`src/rtl/chan_sched8_n.sv`:
```
// Eight-slot holding buffer with a round-robin scheduler that presents one item
// at a time through a downstream 8:1 mux (sel_o selects a word of hold_data_o).
module chan_sched8_n #(
  parameter int n = 4
) (
  input  logic           clk_i,
  input  logic           rst_ni,
  input  logic [7:0]     in_valid_i,
  input  logic [8*n-1:0] in_data_i,
  output logic [7:0]     in_ready_o,
  output logic [8*n-1:0] hold_data_o,
  output logic [2:0]     sel_o,
  output logic           out_valid_o,
  input  logic           out_ready_i,
  input  logic           flush_i,
  output logic [3:0]     count_o,
  output logic           dbg_state_o,
  output logic [2:0]     dbg_ptr_o
);

  // Handshake: a transfer happens on a rising edge where valid and ready are
  // both high; a valid item stays stable until it is accepted, and ready never
  // depends combinationally on valid.

  typedef enum logic {IDLE = 1'b0, PRESENT = 1'b1} state_t;

  state_t         state_q, state_d;
  logic [7:0]     full_q, full_d;
  logic [8*n-1:0] data_q;
  logic [2:0]     sel_q, sel_d;
  logic [2:0]     ptr_q, ptr_d;
  logic [7:0]     load;
  logic [7:0]     drain;
  logic           found;
  logic [2:0]     pick;
  logic [2:0]     idx;
  logic [3:0]     cnt;

  // Ready comes only from registered flags; a flush also blocks loading.
  assign load = in_valid_i & ~full_q & {8{~flush_i}};

  // First full slot at or after ptr, circularly.
  always_comb begin
    found = 1'b0;
    pick  = ptr_q;
    idx   = '0;
    for (int i = 0; i < 8; i++) begin
      idx = ptr_q + 3'(i);
      if (!found && full_q[idx]) begin
        found = 1'b1;
        pick  = idx;
      end
    end
  end

  always_comb begin
    state_d = state_q;
    sel_d   = sel_q;
    ptr_d   = ptr_q;
    drain   = '0;
    if (flush_i) begin
      state_d = IDLE;
    end else begin
      case (state_q)
        IDLE: begin
          if (found) begin
            sel_d   = pick;
            state_d = PRESENT;
          end
        end
        PRESENT: begin
          if (out_ready_i) begin
            drain   = 8'(1) << sel_q;
            ptr_d   = sel_q + 3'd1;
            state_d = IDLE;
          end
        end
        default: state_d = IDLE;
      endcase
    end
    full_d = flush_i ? 8'h00 : ((full_q | load) & ~drain);
  end

  always_ff @(posedge clk_i or negedge rst_ni) begin
    if (!rst_ni) begin
      state_q <= IDLE;
      full_q  <= '0;
      sel_q   <= '0;
      ptr_q   <= '0;
    end else begin
      state_q <= state_d;
      full_q  <= full_d;
      sel_q   <= sel_d;
      ptr_q   <= ptr_d;
    end
  end

  always_ff @(posedge clk_i or negedge rst_ni) begin
    if (!rst_ni) begin
      data_q <= '0;
    end else begin
      for (int k = 0; k < 8; k++) begin
        if (load[k]) data_q[k*n +: n] <= in_data_i[k*n +: n];
      end
    end
  end

  always_comb begin
    cnt = '0;
    for (int i = 0; i < 8; i++) cnt = cnt + {3'b000, full_q[i]};
  end

  assign in_ready_o  = ~full_q;
  assign hold_data_o = data_q;
  assign sel_o       = sel_q;
  assign out_valid_o = (state_q == PRESENT);
  assign count_o     = cnt;
  assign dbg_state_o = state_q;
  assign dbg_ptr_o   = ptr_q;

endmodule

```
`config.mk`:
```
export PLATFORM = sky130hd
export DESIGN_NAME = chan_sched8_n
export DESIGN_NICKNAME = d
export VERILOG_FILES = /design/src/rtl/chan_sched8_n.sv
export SDC_FILE = /design/constraint.sdc
export NUM_CORES = 1
export LEC_CHECK = 0
export BUFFER_PORTS_ARGS = -buffer_cell sky130_fd_sc_hd__buf_2
export CAP_MARGIN = 20
export CORE_MARGIN = 8
export CORE_UTILIZATION = 48
export CTS_BUF_LIST = sky130_fd_sc_hd__clkbuf_4 sky130_fd_sc_hd__clkbuf_8
export DETAILED_ROUTE_END_ITERATION = 10
export GPL_TIMING_DRIVEN = 0
export PLACE_DENSITY = 0.83
export SYNTH_ARGS = -nofsm -noshare
export SYNTH_HDL_FRONTEND = slang
export SYNTH_SLANG_ARGS = --single-unit
export TNS_END_PERCENT = 10
```
`constraint.sdc`:
```
create_clock -name clk_i -period 2.7 [get_ports clk_i]
set_input_delay 0.135 -clock clk_i [delete_from_list [all_inputs] [get_ports clk_i]]
set_output_delay 0.135 -clock clk_i [all_outputs]
set_load 0.02 [all_outputs]
```
==> impl_metrics.py <==
metrics = {
    "outcome": {
        "status": "finished, violations left",
        "violations": "negative setup slack",
    },
    "placed_design": {
        "hpwl_um": 6770,
        "placedCellCount": 440,
        "dpl_cell_area_sq_um": 3710,
        "port_buffers": 95,
        "gp_congestion": 0.881,
    },
    "finish": {
        "final_nets": 432,
        "fin_area_sq_um": 3950,
        "syn_to_final_growth_pct": 27.3,
        "final_cell_count_no_fill": 451,
        "drive_gt1_frac": 0.529,
        "antenna_cells": 0,
    },
    "yosys": {
        "ys_warn_count": 0,
        "synth_most_common_cell": "dfrtp_1",
        "synth_area_leaders": "dfrtp_1 (38%), mux2_2 (15%), mux4_2 (10%)",
        "ys_seq_area_frac": 0.379,
        "syn-cell-area_sq_um": 3100,
        "synthTopCellsByCount": "dfrtp_1 (47), mux2_2 (40), inv_1 (20), nor2_1 (17), mux4_2 (14)",
        "async_flop_share": 1.00,
        "synth-edff-count": 0,
        "yosys.area.top_type_share": 0.379,
        "ys_seq_elements": 47,
        "syn-mean-instance-area_sq_um": 11.6,
        "yosysUniqueCellTypes": 45,
        "synth.largest_area_cell": "dfrtp_1",
        "synth_cells": 268,
        "synth_ff_type": "dfrtp_1",
        "syn_nets": 327,
    },
    "global_routing": {
        "grt_pass1_wl_um": 13900,
        "grt_pass1_vias": 2881,
        "antenna_found_initial": 0,
        "grt.overflow.total": 0,
        "grt_use_total": 0.193,
        "grt_max_degree": 48,
    },
    "timing": {
        "relSlewSlack": 0.525,
        "min_period_over_period": 1.23,
        "setup_viol": 8,
        "rsz0062_at_grt": "yes",
        "finalHoldViolations": 0,
        "layout_setup_ws_ps": -608,
        "finalClockSkew_ps": 9.75,
        "worst_pin_slew_ps": 711,
        "min_period_ps": 3310,
        "max_freq_mhz": 302,
        "slew_viol_final": 0,
    },
    "worst_setup_path": {
        "endpoint_kind": "output pin",
        "cp.arrival_ps": 3170,
        "required_ps": 2570,
        "start_kind": "flip-flop",
        "path_class": "flip-flop to output pin",
        "worst-path-max-fanout": 2,
    },
    "detailed_routing": {
        "remaining_drc_errors": 0,
        "routed_wl_um": 8580,
        "wl_per_cell_um": 19.0,
        "ant_nets": 0,
        "vias_per_cell": 5.76,
        "drtIter0Drc": 235,
        "num_vias": 2597,
        "dr.pass1.iters": 4,
    },
    "die": {
        "rows": 29,
        "start_util": 0.491,
        "core_area_sq_um": 6310,
        "die_y_um": 96.4,
        "dieWidth_um": 96.4,
        "die-area_sq_um": 9280,
        "io_pins": 96,
    },
    "clocking": {
        "root_buffer": "clkbuf_8",
        "clk_pin_slew_ps": 90,
        "cts_buffers": 5,
        "cts_tree": "done",
        "clock_sinks": 47,
        "htreeDepth": 2,
        "clkLatencyLatePin_ps": 300,
        "cts.path.max_buffers": 2,
    },
    "pwr": {
        "irDropWorstVdd_v": 0.000891,
        "leakagePower_nw": 1.82,
        "p_per_area_nw_per_um2": 1150,
    },
    "hold_path": {
        "hp-class": "primary input to flip-flop",
    },
    "job": {
        "drv_cap": 0,
    },
}
[layer usage]
metal,GRT usage,up-vias,part of all wire
met5,0,-,0
met2,0.343,135,0.53
met4,0.0731,0,0.027
met1,0.209,1265,0.34
met3,0.0632,22,0.11
li1,-,1175,-
[kinds of logic (layout without fill, tap and decap cells)]
kind of cell | Yosys count | count (layout) | synth area share
AO/OA/AOI/OAI | 44 | 44 | 0.101
XOR/XNOR | 3 | 3 | 0.00848
AND/OR/NAND/NOR | 53 | 53 | 0.0916
buffers and inverters | 41 | 147 | 0.0642
flip-flops | 47 | 47 | 0.379
multiplexers | 65 | 65 | 0.285
adder cells (fa/ha/maj) | 15 | 15 | 0.0702
[power breakdown]
group | leakage, nW | internal (W) | switching (W)
sequential | 0.559 | 0.000873 | 0.000143
combinational | 1.22 | 0.00146 | 0.00163
clock | 0.0446 | 0.000191 | 0.000237
[worst max-delay path: stages, from the launching register on]
cell and delay, ps:
dfrtp_1 430, fa_1 550, inv_1 50, fa_1 490, fa_1 440, inv_2 80
ha_4 130, inv_2 30, fa_2 370, xnor2_4 170, buf_6 130
[cell type report]
type,count,area (sq um)
plain buffers,20,146
fillers,508,2370
repair buffers,98,532
flip-flops and latches,47,1180
clock buffers,6,76.3
multi-input cells,180,1810
clock inverters,2,12.5
inverters,21,91.3
well taps,77,96.3
[sequential cells by signal (all words and copies together) (netlist names)]
signal,flops
dbg_state_o,1
hold_data_o,32
sel_o,3
full_q,8
dbg_ptr_o,3
[metrics by stage]
step / total power (W) / worst slack, ps / hold WS (ps) / setup TNS, ps / util
after floorplan: 0.00310 / -143 / -161 / -575 / -
after global placement: 0.00370 / -324 / 344 / -1590 / 0.588
after detailed placement: 0.00379 / -365 / 357 / -1870 / 0.588
after CTS: 0.00441 / -663 / 33.7 / -2290 / 0.614
after global routing: 0.00484 / -704 / 53.1 / -3080 / 0.625
final: 0.00454 / -608 / 62.3 / -2090 / 0.625
[layout by cell type, fill, tap and decap left out, types with 3 or more instances in the layout]
cell type and instances:
nor2_1 17, nand2b_1 5, inv_2 4, nand2_1 8, buf_2 100, mux4_2 14, mux2i_1 7, nor3b_1 9
ha_1 9, or2_2 3, buf_4 4, nor2b_1 5, inv_1 16, fa_1 3, buf_6 6, clkbuf_8 5
a21oi_1 5, dfrtp_1 46, a211oi_1 6, clkbuf_1 3, o21ai_0 10, mux2_2 39
[timing repair]
action / CTS / global route
gates resized for setup: 18 / 11
endpoints found under the setup margin: 8 / 8
setup buffers: 1 / 0
hold buffers: 0 / 1
pin swaps: 1 / 2
hold endpoints to repair: 0 / 10
[worst paths after layout]
kind	startpoint	to	depth (start not counted)	slack (ps)
hold / removal	in_data_i[4]	hold_data_o[4]	2	60
min in group asynchronous	rst_ni	hold_data_o[4]	2	240
max in group asynchronous	rst_ni	hold_data_o[21]	3	1980
setup reg to reg	dbg_ptr_o[0]	sel_o[1]	11	-170
setup / recovery	full_q[0]	count_o[2]	10	-610
hold reg to reg	hold_data_o[30]	hold_data_o[30]	1	510
No activity file was read; power rests on OpenSTA's default activity.
